**src/rtl/arp_tx_frame.sv**
```systemverilog
// arp_tx_frame: serialises one ARP request/reply (preamble, SFD, 60-byte frame, FCS) onto a GMII byte lane.
// Latency: first preamble byte on the cycle after the accepted i_start; o_done one cycle after the last FCS byte.
// Backpressure: none toward the PHY; upstream sees o_rdy=0 while busy and any i_start then is dropped.
//
// Ports:
//   clk, rst              byte clock, synchronous active-high reset
//   i_pkt_type, i_start   1 = request, 2 = reply; start is taken only while o_rdy = 1
//   i_sha/i_spa/i_tha/i_tpa  ARP address fields, latched on the accepted start
//   o_phy_data, o_phy_tx_en  PHY transmit byte and enable (data is 0x00 when enable is low)
//   o_rdy, o_done         idle indication, end-of-frame pulse
//
// Build option: define ARP_TX_IFG_EN to hold off o_done/o_rdy for IFG_LEN idle byte-times after the FCS.
module arp_tx_frame #(
  parameter int unsigned PREAMBLE_LEN = 7,
  parameter int unsigned IFG_LEN      = 12
) (
  input  logic        clk,
  input  logic        rst,
  input  logic [1:0]  i_pkt_type,
  input  logic        i_start,
  input  logic [47:0] i_sha,
  input  logic [31:0] i_spa,
  input  logic [47:0] i_tha,
  input  logic [31:0] i_tpa,
  output logic [7:0]  o_phy_data,
  output logic        o_phy_tx_en,
  output logic        o_rdy,
  output logic        o_done
);

  // The byte counter doubles as the IFG counter, so widen it only if IFG_LEN needs more than 7 bits.
  localparam int unsigned IfgW = $clog2(IFG_LEN + 1);
  localparam int unsigned CntW = (IfgW > 7) ? IfgW : 7;

  // Stream indices of the byte currently on the output.
  localparam logic [CntW-1:0] SfdIdx   = CntW'(PREAMBLE_LEN);
  localparam logic [CntW-1:0] FcsBase  = CntW'(PREAMBLE_LEN + 61);
  localparam logic [CntW-1:0] FrameEnd = CntW'(PREAMBLE_LEN + 65);
`ifdef ARP_TX_IFG_EN
  localparam logic [CntW-1:0] IfgLast  = CntW'(IFG_LEN);
`endif

  typedef enum logic [2:0] {
    S_IDLE,
    S_PREAMBLE,
    S_SFD,
    S_FRAME,
    S_FCS,
    S_IFG
  } state_t;

  // state_q names the phase of the byte currently being driven; cnt_q is its index in the stream.
  state_t          state_q;
  logic [CntW-1:0] cnt_q;
  logic [31:0]     crc_q;
  logic            is_reply_q;
  logic [47:0]     sha_q;
  logic [31:0]     spa_q;
  logic [47:0]     tha_q;
  logic [31:0]     tpa_q;
  logic [7:0]      data_q;
  logic            tx_en_q;
  logic            rdy_q;
  logic            done_q;

  logic [CntW-1:0] cnt_d;
  int              fb_i;
  logic [7:0]      fb_d;
  logic [31:0]     crc_d;
  logic [1:0]      fcs_sel;
  logic [7:0]      fcs_d;
  logic            start_ok;

  // One byte of the 60-byte Ethernet+ARP frame, i = 0 is the first destination MAC byte.
  function automatic logic [7:0] frame_byte(input int i, input logic rep,
                                            input logic [47:0] sha, input logic [31:0] spa,
                                            input logic [47:0] tha, input logic [31:0] tpa);
    logic [7:0] b;
    b = 8'h00;
    if (i < 6) begin
      b = rep ? 8'(tha >> (8 * (5 - i))) : 8'hFF;
    end else if (i < 12) begin
      b = 8'(sha >> (8 * (11 - i)));
    end else if (i < 22) begin
      case (i)
        12:      b = 8'h08;
        13:      b = 8'h06;
        14:      b = 8'h00;
        15:      b = 8'h01;
        16:      b = 8'h08;
        17:      b = 8'h00;
        18:      b = 8'h06;
        19:      b = 8'h04;
        20:      b = 8'h00;
        default: b = rep ? 8'h02 : 8'h01;
      endcase
    end else if (i < 28) begin
      b = 8'(sha >> (8 * (27 - i)));
    end else if (i < 32) begin
      b = 8'(spa >> (8 * (31 - i)));
    end else if (i < 38) begin
      b = rep ? 8'(tha >> (8 * (37 - i))) : 8'h00;
    end else if (i < 42) begin
      b = 8'(tpa >> (8 * (41 - i)));
    end
    return b;
  endfunction

  // Reflected CRC-32 advanced by one byte, data bits consumed LSB first.
  function automatic logic [31:0] crc_byte(input logic [31:0] crc_in, input logic [7:0] d);
    logic [31:0] c;
    c = crc_in ^ {24'h000000, d};
    for (int k = 0; k < 8; k++) begin
      c = c[0] ? ((c >> 1) ^ 32'hEDB88320) : (c >> 1);
    end
    return c;
  endfunction

  always_comb begin
    cnt_d    = cnt_q + CntW'(1);
    fb_i     = int'(cnt_d) - int'(PREAMBLE_LEN) - 1;
    fb_d     = frame_byte(fb_i, is_reply_q, sha_q, spa_q, tha_q, tpa_q);
    crc_d    = crc_byte(crc_q, fb_d);
    // FCS goes out low byte first as the complement of the running CRC.
    fcs_sel  = cnt_d[1:0] - FcsBase[1:0];
    fcs_d    = 8'(~crc_q >> {fcs_sel, 3'b000});
    start_ok = i_start && rdy_q && ((i_pkt_type == 2'd1) || (i_pkt_type == 2'd2));
  end

  always_ff @(posedge clk) begin
    if (rst) begin
      state_q    <= S_IDLE;
      cnt_q      <= '0;
      crc_q      <= 32'hFFFFFFFF;
      is_reply_q <= 1'b0;
      sha_q      <= '0;
      spa_q      <= '0;
      tha_q      <= '0;
      tpa_q      <= '0;
      data_q     <= 8'h00;
      tx_en_q    <= 1'b0;
      rdy_q      <= 1'b1;
      done_q     <= 1'b0;
    end else begin
      done_q <= 1'b0;
      case (state_q)
        S_IDLE: begin
          data_q  <= 8'h00;
          tx_en_q <= 1'b0;
          rdy_q   <= 1'b1;
          if (start_ok) begin
            is_reply_q <= (i_pkt_type == 2'd2);
            sha_q      <= i_sha;
            spa_q      <= i_spa;
            tha_q      <= i_tha;
            tpa_q      <= i_tpa;
            crc_q      <= 32'hFFFFFFFF;
            cnt_q      <= '0;
            data_q     <= 8'h55;
            tx_en_q    <= 1'b1;
            rdy_q      <= 1'b0;
            state_q    <= S_PREAMBLE;
          end
        end

        S_PREAMBLE: begin
          cnt_q <= cnt_d;
          if (cnt_d == SfdIdx) begin
            data_q  <= 8'hD5;
            state_q <= S_SFD;
          end else begin
            data_q <= 8'h55;
          end
        end

        S_SFD: begin
          cnt_q   <= cnt_d;
          data_q  <= fb_d;
          crc_q   <= crc_d;
          state_q <= S_FRAME;
        end

        S_FRAME: begin
          cnt_q <= cnt_d;
          if (cnt_d == FcsBase) begin
            // crc_q already covers all 60 frame bytes here.
            data_q  <= fcs_d;
            state_q <= S_FCS;
          end else begin
            data_q <= fb_d;
            crc_q  <= crc_d;
          end
        end

        S_FCS: begin
          if (cnt_d == FrameEnd) begin
            data_q  <= 8'h00;
            tx_en_q <= 1'b0;
`ifdef ARP_TX_IFG_EN
            cnt_q   <= CntW'(1);
            state_q <= S_IFG;
`else
            cnt_q   <= '0;
            done_q  <= 1'b1;
            rdy_q   <= 1'b1;
            state_q <= S_IDLE;
`endif
          end else begin
            cnt_q  <= cnt_d;
            data_q <= fcs_d;
          end
        end

`ifdef ARP_TX_IFG_EN
        S_IFG: begin
          // cnt_q counts IFG cycles 1..IFG_LEN; the release lands one cycle after the last one.
          if (cnt_q == IfgLast) begin
            cnt_q   <= '0;
            done_q  <= 1'b1;
            rdy_q   <= 1'b1;
            state_q <= S_IDLE;
          end else begin
            cnt_q <= cnt_d;
          end
        end
`endif

        default: begin
          cnt_q   <= '0;
          data_q  <= 8'h00;
          tx_en_q <= 1'b0;
          rdy_q   <= 1'b1;
          state_q <= S_IDLE;
        end
      endcase
    end
  end

  assign o_phy_data  = data_q;
  assign o_phy_tx_en = tx_en_q;
  assign o_rdy       = rdy_q;
  assign o_done      = done_q;

endmodule
```
**config.mk**
```make
export PLATFORM = sky130hd
export DESIGN_NAME = arp_tx_frame
export DESIGN_NICKNAME = d
export VERILOG_FILES = /design/src/rtl/arp_tx_frame.sv
export SDC_FILE = /design/constraint.sdc
export NUM_CORES = 1
export LEC_CHECK = 0
export BUFFER_PORTS_ARGS = -buffer_cell sky130_fd_sc_hd__buf_4
export CAP_MARGIN = 10
export CELL_PAD_IN_SITES_DETAIL_PLACEMENT = 2
export CELL_PAD_IN_SITES_GLOBAL_PLACEMENT = 2
export CORE_MARGIN = 5
export CORE_UTILIZATION = 36
export DETAILED_ROUTE_END_ITERATION = 12
export PLACE_DENSITY_LB_ADDON = 0.1
export REMOVE_ABC_BUFFERS = 1
export SYNTH_ARGS = -nofsm -noshare
export SYNTH_HDL_FRONTEND = slang
export SYNTH_SLANG_ARGS = --single-unit
```
**constraint.sdc**
```tcl
create_clock -name clk -period 12.5 [get_ports clk]
set_input_delay 2.5 -clock clk [delete_from_list [all_inputs] [get_ports clk]]
set_output_delay 2.5 -clock clk [all_outputs]
set_load 0.005 [all_outputs]
```
==> out/qor.txt, run 1 <==
Layout area overhead: 20.79%
Clk slew on worst S/H paths: 0.06 ns
Leakage power: 0.004936 µW
Fraction of layout cells with a size suffix above 1: 18.89%
Total gr overflow: 0
Fmax: 128.3 MHz
Post-DRT Antenna Nets: 0
Vias in the first global route: 11750
Crit start category: flip-flop
DRC: 0
Layout filler cell count: 3557
Core Region: 31390 µm²
Final worst path period share: 62.33%
Port buffer count: 175
Via density: 5.560
WHS: 0.4543 ns
Gpl congestion: 0.8576
TritonCTS clock tree: done
Post-Syn Instances: 1407
Drt total wl: 40280 µm
Synth Warn #: 0
Overall Power: 1742 µW
Adder-cell area share of the yosys netlist: 1.647%
Min-delay src: tha_q[11]
Antenna Cells: 0
Full die area: 35310 µm²
Post-CTS Resized: 0
First-pass GRT wire length: 64270 µm
Post-CTS Setup Bufs: 0
Simple-Gate Fraction of Synth Area: 20.56%
Final slew viol count: 0
Commonest register cell after synthesis: dfxtp_1
Max incr delay on CP: 1.07 ns
Fin crit period: 7.792 ns
Gr usage total: 22.16%
CP cell instances: inv_1 > ha_2 > buf_4 > nor2b_1 > a21boi_0 > or2_2 > ha_1 > a21oi_1 > nand3_1 > or4_1 > a222oi_1 > a41oi_1 > a211oi_1 > o21ai_0 > xor2_1 > xnor2_1 > xnor2_1 > xnor2_1 > a21oi_1
Final instance area: 13760 µm²
DIE WIDTH: 187.9 µm
Fin. Hold Viols: 0
Type of the worst setup path: flip-flop to flip-flop
Post-CTS Hold Buffers: 0
Placed Area: 12920 µm²
Starting Density: 36.30%
Register bit count reported by yosys: 214
DR iter-0 viols: 529
Setup TNS: 0 ns
Max-slew headroom: 11.82%
XOR/XNOR share of the synthesized area: 7.313%
Initial antenna violation count: 0
Post-synth top area share: 37.60%
Synth cell count leaders: 369 x nand2_1, 214 x a21oi_1, 214 x dfxtp_1, 78 x clkbuf_1, 62 x nor2_1
# Max-Cap Violations: 0
Syn Area/Cell: 8.099 µm²
Status: finished clean
Sequential share of the synthesized area: 37.60%
Max Root-Sink Buffers: 3
Proportion of synthesized area in mux cells: 9.520%
Nets@finish: 1698
Worst-Skew Late Latency: 0.55 ns
Vias: 10770
Clk sinks: 214
Most area-consuming cells after synthesis: dfxtp_1 38%, nand2_1 12%, a21oi_1 9.4%
Worst clock skew: 0.008354 ns
Count leader, synth: nand2_1
Worst min-delay path class: flip-flop to flip-flop
Compound-gate portion of the synthesized area: 19.42%
Final Util: 43.84%
Crit-path max FO: 38
Root Buffer: clkbuf_16
Site Rows: 65
Area leader, netlist: dfxtp_1
Netlist Area Pre-Place: 11390 µm²
Ys async rst share: 0%
Netlist cell types: 72
H-tree depth: 1
Unrepaired setup endpoints after global routing: false
Ports: 176
Maximum VDD drop: 99.91 µV
Number of flops mapped to enable cells by yosys: 0
Worst Tran Pin Value: 1.323 ns
Drt pass-1 iters: 4
Main combinational cell family by area after synthesis: simple AND/OR/NAND/NOR gates
Final HPWL DP: 28690 µm
Top cell by count, worst path: xnor2_1
CP Capture Type: flip-flop
CP Launch Point: cnt_q[0]
Critical Path RT: 12.93 ns
Setup Viol. Count Final: 0
Routed WL per cell: 20.79 µm
Pwr Density: 126.6 nW/µm²
Largest net degree at the start of global routing: 167
CP Data Arrival Time: 8.22 ns
Slowest CP cell: a222oi_1
Total CTS buffers: 25
Reg2Reg Launch Point: cnt_q[0]
Die height: 187.9 µm
==> layer usage <==
metal  track usage [%]  wire, µm  vias up
met5                 0         0        -
met4             5.054       903        0
met3             3.276      1690       55
met2             38.30     19470      220
met1             29.42     18220     5384
li1                  -         -     5111
==> report_power, final <==
group          switching (µW)  internal [µW]
clock                     303            447
combinational             147            108
sequential               22.3            715
==> sequential cells by signal, indices dropped and copies added (netlist names), 3 cells and up <==
register	cells
crc_q	32
tpa_q	32
spa_q	32
tha_q	48
o_phy_data	8
sha_q	48
cnt_q	7
state_q	3
==> critical path: cells and delay by family (launching register included) <==
kind,cells,cell delay [ns]
AND/OR/NAND/NOR,4,1.23
XOR/XNOR,4,1.54
buffers and inverters,2,0.81
AO/OA/AOI/OAI,7,2.26
flip-flops,1,0.73
adder cells (fa/ha/maj),2,1.04
==> area by class of cell <==
cell class,count,area (µm²),share of cell area (%)
Multi-Input combinational cell,1079,6679,48.53
Sequential cell,214,4288,31.15
Timing Repair Buffer,183,1390,10.10
Clock buffer,38,774.5,5.627
Tap cell,402,503.0,3.655
Clock inverter,6,72.57,0.5273
Inverter,15,56.30,0.4091
==> through the flow <==
stage               worst slack (ns)  instances
finish                         4.708       1937
global route                   4.112       1937
CTS                            4.695       1937
detailed placement             4.702       1893
global placement               4.975       1893
floorplan                     -1.131       1308
==> final timing paths <==
| check | to | slack (ns) | cells after the start |
|---|---|---|---|
| max | crc_q[20] | 4.71 | 19 |
| min | tha_q[11] | 0.45 | 2 |
| max reg2reg | crc_q[20] | 4.71 | 19 |
| min reg2reg | tha_q[11] | 0.45 | 2 |
==> placed cells by master (no fill, tap or decap), drive strengths merged, types with 7 or more instances in the layout <==
cell	synthesis	final
mux4	40	40
inv	15	16
a31oi	9	9
o211ai	9	9
nand4	15	15
a21oi	214	214
nand3	18	18
o21a	8	8
nor3	14	14
or3	8	8
nand2b	18	18
a21boi	7	7
dfxtp	214	214
clkbuf	78	38
mux2i	15	15
nand2	369	369
o31ai	10	10
xnor2	54	54
o22ai	17	17
xor2	31	31
ha	15	15
o21ai	40	40
buf	21	183
nor2	62	62
and2	14	14
==> logic make-up (layout without fill, tap and decap cells) <==
group           after synthesis  after routing
buf+inv                     114            242
compound gates              371            371
xor+xnor                     86             86
fa+ha+maj                    15             15
simple gates                549            549
flops                       214            214
mux                          58             58
Note: power is estimated with default switching activity, not from simulation.
==> run 2, diff against run 1 <==
CORE_UTILIZATION = 30   (was 36)
clock period = 6.4 ns   (was 12.5 ns; I/O delays follow)
==> run 2 against run 1 <==
Against the previous run:
- register-to-register slack lost 4.3 ns
- global-route usage shrank 2.3 points
- hold slack lost 0.0026 ns
- final area grew 2.4%
==> out/qor.txt, run 2 (synthesis results as in run 1) <==
Status: finished clean (unchanged)
Worst Tran Pin Value: 0.9155 ns (was 1.323 ns)
Via density: 5.182 (was 5.560)
Cell Int Power: 2444 µW (was 1271 µW)
Fin crit period: 5.979 ns (was 7.792 ns)
NetSw: 925.0 µW (was 471.8 µW)
Setup Viol. Count Final: 0 (unchanged)
Post-CTS Resized: 0 (unchanged)
DR iter-0 viols: 481 (was 529)
Layout area overhead: 23.72% (was 20.79%)
Drt pass-1 iters: 4 (unchanged)
Drt total wl: 42560 µm (was 40280 µm)
First-pass GRT wire length: 66650 µm (was 64270 µm)
Post-CTS Hold Buffers: 0 (unchanged)
Worst clock skew: 0.01613 ns (was 0.008354 ns)
Crit start category: flip-flop (unchanged)
Maximum VDD drop: 176.9 µV (was 99.91 µV)
Type of the worst setup path: flip-flop to flip-flop (unchanged)
Antenna Cells: 0 (unchanged)
Logic pwr share: 15.5% (was 14.6%)
Multi-input gate area: 6695 µm² (was 6679 µm²)
Fin cells: 2072 (was 1937)
Fmax: 167.3 MHz (was 128.3 MHz)
DRC: 0 (unchanged)
Die height: 204.9 µm (was 187.9 µm)
Largest net degree at the start of global routing: 112 (was 167)
Clock Power Share: 42.0% (was 43.0%)
Core Region: 37580 µm² (was 31390 µm²)
Setup TNS: 0 ns (unchanged)
Final worst path period share: 93.42% (was 62.33%)
Final slew viol count: 0 (unchanged)
Vias in the first global route: 11800 (was 11750)
Reg2reg setup slack: 0.42 ns (was 4.71 ns)
Total CTS buffers: 25 (unchanged)
Critical Path RT: 6.89 ns (was 12.93 ns)
# Max-Cap Violations: 0 (unchanged)
FF/Latch Area: 4288 µm² (unchanged)
Vias: 10740 (was 10770)
Gr usage total: 19.85% (was 22.16%)
Full die area: 41980 µm² (was 35310 µm²)
DIE WIDTH: 204.9 µm (was 187.9 µm)
Hold Path End: tpa_q[8] (was tha_q[11])
Flop pwr share: 42.5% (was 42.3%)
Layout filler cell count: 4271 (was 3557)
Reg2Reg Launch Point: cnt_q[1] (was cnt_q[0])
Port buffer count: 175 (unchanged)
Starting Density: 30.32% (was 36.30%)
Unrepaired setup endpoints after global routing: false (unchanged)
Switching Fraction: 27.45% (was 27.08%)
Crit-path max FO: 8 (was 38)
WHS: 0.4517 ns (was 0.4543 ns)
Post-DRT Antenna Nets: 0 (unchanged)
Total gr overflow: 0 (unchanged)
RR Endpoint: crc_q[25] (was crc_q[20])
Initial antenna violation count: 1 (was 0)
Clk sinks: 214 (unchanged)
Worst min-delay path class: flip-flop to flip-flop (unchanged)
WHS Path Cells: 2 (unchanged)
Max Root-Sink Buffers: 3 (unchanged)
Gpl congestion: 0.8878 (was 0.8576)
Biggest regs: sha_q (48), tha_q (48) (unchanged)
Root Buffer: clkbuf_16 (unchanged)
Max-slew headroom: 38.53% (was 11.82%)
Nets@finish: 1724 (was 1698)
Worst-Skew Late Latency: 0.56 ns (was 0.55 ns)
CP Capture Type: flip-flop (unchanged)
Min-delay src: tpa_q[8] (was tha_q[11])
Site Rows: 71 (was 65)
TritonCTS clock tree: done (unchanged)
Final HPWL DP: 31240 µm (was 28690 µm)
Fin. Hold Viols: 0 (unchanged)
Routed WL per cell: 20.54 µm (was 20.79 µm)
Most frequent cells in the layout: 369 x nand2_1, 214 x a21oi_1, 213 x dfxtp_1 (unchanged)
Final Util: 37.52% (was 43.84%)
Clk slew on worst S/H paths: 0.06 ns (about the same)
Ports: 176 (unchanged)
Commonest non-fill, non-tap cell in the layout: nand2_1 (unchanged)
Post-CTS Setup Bufs: 0 (unchanged)
Dpl cells: 2028 (was 1893)
Overall Power: 3369 µW (was 1742 µW)
CP Data Arrival Time: 6.47 ns (was 8.22 ns)
Leakage power: 0.005059 µW (was 0.004936 µW)
Fraction of layout cells with a size suffix above 1: 20.37% (was 18.89%)
R2R cell count: 18 (was 19)
Pwr Density: 239.0 nW/µm² (was 126.6 nW/µm²)
H-tree depth: 1 (unchanged)
## run 2: power groups by stage
stage	Sequential, µW	Clock [µW]	Combinational (µW)
global placement	1460	0	523
detailed placement	1460	0	534
floorplan	1460	0	300
CTS	1430	1470	537
global route	1440	1510	579
finish	1430	1410	524
## run 2: per-stage QoR
stage,cell area [µm²],setup WS [ns]
after floorplan,11000,-6.011
after global placement,13270,0.4601
after detailed placement,13270,0.03603
after CTS,14080,0.02328
after global routing,14100,0.02204
final,14100,0.4211
## run 2: critical path: stages, from the launching register on
cell and delay, ns:
dfxtp_1 0.50, ha_1 0.47, xor2_4 0.33, a21boi_0 0.25
or2_2 0.42, ha_1 0.24, a21oi_1 0.14, nand3_1 0.11
or4_1 0.41, a222oi_1 0.43, buf_4 0.25, nand2_1 0.07
a311oi_1 0.37, o21ai_0 0.30, xor2_2 0.42, xor2_2 0.37
xor3_2 0.45, xor2_1 0.17, a21oi_1 0.20
## run 2: worst max path at each step
stage                  startpoint        end  slack, ns  cells past startpoint
floorplan           i_pkt_type[0]  crc_q[29]      -6.01                      5
finish                   cnt_q[1]  crc_q[25]       0.42                     18
CTS                      cnt_q[2]  crc_q[25]       0.02                     17
global placement         cnt_q[2]  crc_q[25]       0.46                     17
detailed placement       cnt_q[2]  crc_q[25]       0.04                     17
global route             cnt_q[2]  crc_q[25]       0.02                     18
## run 2: routing by layer
metal	vias up	wire (µm)	global-route usage, %
met4	2	972	4.713
met1	5340	19460	26.44
met3	51	1623	3.198
met2	175	20500	33.88
met5	-	7	0
li1	5170	-	-
## run 2: cell type report
type | count | area share, %
Inverter | 15 | 0.3994
Clock inverter | 9 | 0.6035
Clock buffer | 35 | 5.130
Timing Repair Buffer | 209 | 11.42
Tap cell | 511 | 4.535
Sequential cell | 214 | 30.42
Multi-Input combinational cell | 1079 | 47.49
==> run 3, diff against run 2 <==
CORE_MARGIN = not set   (was 5)
==> run 3 against run 2 <==
Against the previous run:
- sequential power barely moved
- clock-buffer cell count rose by 2
- final cell count fell by 0.14%
- non-clock buffer count fell by 3
- clock skew rose by 0.0020 ns
- setup slack improved by 0.019 ns
- critical path type unchanged
- maximum frequency rose by 0.32%
==> out/qor.txt, run 3 (synthesis results as in run 1) <==
Status: finished clean (unchanged)
Vias in the first global route: 11350 (was 11800)
Routed WL per cell: 19.93 µm (was 20.54 µm)
Met2 Track Usage GR: 35.23% (was 33.88%)
Worst-Skew Late Latency: 0.57 ns (was 0.56 ns)
Crit-path max FO: 9 (was 8)
Fraction of layout cells with a size suffix above 1: 20.28% (was 20.37%)
WHS: 0.4525 ns (was 0.4517 ns)
Post-CTS Resized: 0 (unchanged)
Fmax: 167.8 MHz (was 167.3 MHz)
GRT busiest layer: met2 (unchanged)
Final HPWL DP: 29610 µm (was 31240 µm)
Worst Tran Pin Value: 1.067 ns (was 0.9155 ns)
Post-CTS Hold Buffers: 0 (unchanged)
Port buffer count: 175 (unchanged)
Gpl congestion: 0.9028 (was 0.8878)
DR iter-0 viols: 420 (was 481)
CP Data Arrival Time: 6.45 ns (was 6.47 ns)
Initial antenna violation count: 0 (was 1)
Worst clock skew: 0.01816 ns (was 0.01613 ns)
RR Endpoint: crc_q[27] (was crc_q[25])
Clk sinks: 214 (unchanged)
Critical Path RT: 6.89 ns (about the same)
Clock Power Share: 42.9% (was 42.0%)
Min-delay src: spa_q[2] (was tpa_q[8])
Crit start category: flip-flop (unchanged)
Site Rows: 71 (unchanged)
First-pass GRT wire length: 64870 µm (was 66650 µm)
Commonest non-fill, non-tap cell in the layout: nand2_1 (unchanged)
Drt pass-1 iters: 4 (unchanged)
Post-DRT Antenna Nets: 0 (unchanged)
Post-CTS Setup Bufs: 0 (unchanged)
Largest net degree at the start of global routing: 163 (was 112)
Reg2Reg Launch Point: cnt_q[1] (unchanged)
Leakage power: 0.005052 µW (was 0.005059 µW)
Total gr overflow: 0 (unchanged)
M3 GR Usage: 2.669% (was 3.198%)
Most frequent cells in the layout: 369 x nand2_1, 214 x a21oi_1, 213 x dfxtp_1 (unchanged)
Die height: 196.9 µm (was 204.9 µm)
Fin cells: 2069 (was 2072)
Total CTS buffers: 26 (was 25)
# Max-Cap Violations: 0 (unchanged)
Layout area overhead: 23.67% (was 23.72%)
Setup crit end: crc_q[27] (was crc_q[25])
Fin. Hold Viols: 0 (unchanged)
Root Buffer: clkbuf_16 (unchanged)
DRC: 0 (unchanged)
Final slew viol count: 0 (unchanged)
Cell Int Power: 2478 µW (was 2444 µW)
Overall Power: 3413 µW (was 3369 µW)
Reg2reg setup slack: 0.44 ns (was 0.42 ns)
Max-slew headroom: 28.33% (was 38.53%)
Unrepaired setup endpoints after global routing: false (unchanged)
Maximum VDD drop: 180.0 µV (was 176.9 µV)
Biggest regs: sha_q (48), tha_q (48) (unchanged)
Starting Density: 30.40% (was 30.32%)
Logic pwr share: 15.2% (was 15.5%)
Gr usage total: 21.26% (was 19.85%)
Pwr Density: 242.2 nW/µm² (was 239.0 nW/µm²)
H-tree depth: 1 (unchanged)
Final worst path period share: 93.12% (was 93.42%)
Clk slew on worst S/H paths: 0.06 ns (about the same)
Antenna Cells: 0 (unchanged)
Setup Viol. Count Final: 0 (unchanged)
Max Root-Sink Buffers: 3 (unchanged)
Met1 Use GR: 28.81% (was 26.44%)
Full die area: 38770 µm² (was 41980 µm²)
Flop pwr share: 41.9% (was 42.5%)
Type of the worst setup path: flip-flop to flip-flop (unchanged)
DIE WIDTH: 196.9 µm (was 204.9 µm)
Fin crit period: 5.960 ns (was 5.979 ns)
CP Capture Type: flip-flop (unchanged)
Via density: 5.171 (was 5.182)
CP Launch Point: cnt_q[1] (unchanged)
Nets@finish: 1722 (was 1724)
Core Region: 37490 µm² (was 37580 µm²)
Switching Fraction: 27.38% (was 27.45%)
R2R cell count: 15 (was 18)
NetSw: 934.6 µW (was 925.0 µW)
Post-place setup slack: 0.1147 ns (was 0.03603 ns)
Vias: 10700 (was 10740)
Worst min-delay path class: flip-flop to flip-flop (unchanged)
Final worst slack: 0.4403 ns (was 0.4211 ns)
Ports: 176 (unchanged)
Dpl cells: 2025 (was 2028)
TritonCTS clock tree: done (unchanged)
Drt total wl: 41230 µm (was 42560 µm)
## run 3: changes by cell type in the layout (fill, tap and decap cells not counted), sizes merged
| cell | before | now |
|---|---|---|
| clkinv | 7 | 5 |
| clkbuf | 35 | 37 |
| buf | 209 | 206 |
## run 3: area by class of cell
class | instances | area (µm²)
multi-input cells | 1079 | 6698
repair buffers | 206 | 1563
clock buffers | 37 | 762.0
inverters | 15 | 56.30
fillers | 4269 | 23400
flip-flops and latches | 214 | 4288
clock inverters | 7 | 86.33
well taps | 511 | 639.4
## run 3: worst min path at each step
stage / end / slack, ns / cells after the start
finish: spa_q[2] / 0.45 / 2
global route: tha_q[39] / 0.48 / 2
CTS: tha_q[0] / 0.46 / 2
detailed placement: tha_q[0] / 0.45 / 2
global placement: tha_q[22] / 0.44 / 2
floorplan: sha_q[41] / 0.43 / 2
## run 3: critical path, cell delays in order, from the launching register on
cell and delay [ns]:
dfxtp_1 0.49, ha_1 0.46, xor2_4 0.33, a21oi_1 0.20, nor3_2 0.46, o21ai_1 0.38, and3_1 0.35, o32ai_1 0.70
a41oi_1 0.22, a311oi_1 0.37, o21ai_0 0.29, xor2_1 0.31, xnor2_1 0.76, xor2_1 0.21, xnor2_1 0.18, a21oi_1 0.17
## run 3: routing by layer
layer | vias up | share of wire [%]
met5 | - | 0
met4 | 0 | 2.9
met3 | 55 | 3.2
met2 | 196 | 47
met1 | 5287 | 47
li1 | 5160 | -
## run 3: power groups by stage
| stage | combinational [µW] | sequential [µW] | clock (µW) |
|---|---|---|---|
| after CTS | 529 | 1430 | 1510 |
| after floorplan | 300 | 1460 | 0 |
| after detailed placement | 526 | 1460 | 0 |
| after global placement | 520 | 1460 | 0 |
| after global routing | 573 | 1440 | 1570 |
| final | 518 | 1430 | 1460 |
## run 3: through the flow
stage          TNS (ns)  util, %  area (µm²)
6_report              0    37.59       14090
5_1_grt               0    37.59       14090
4_1_cts               0    37.54       14070
3_5_place_dp          0    35.28       13230
3_3_place_gp          0    35.28       13230
2_1_floorplan   -771.59        -       11000
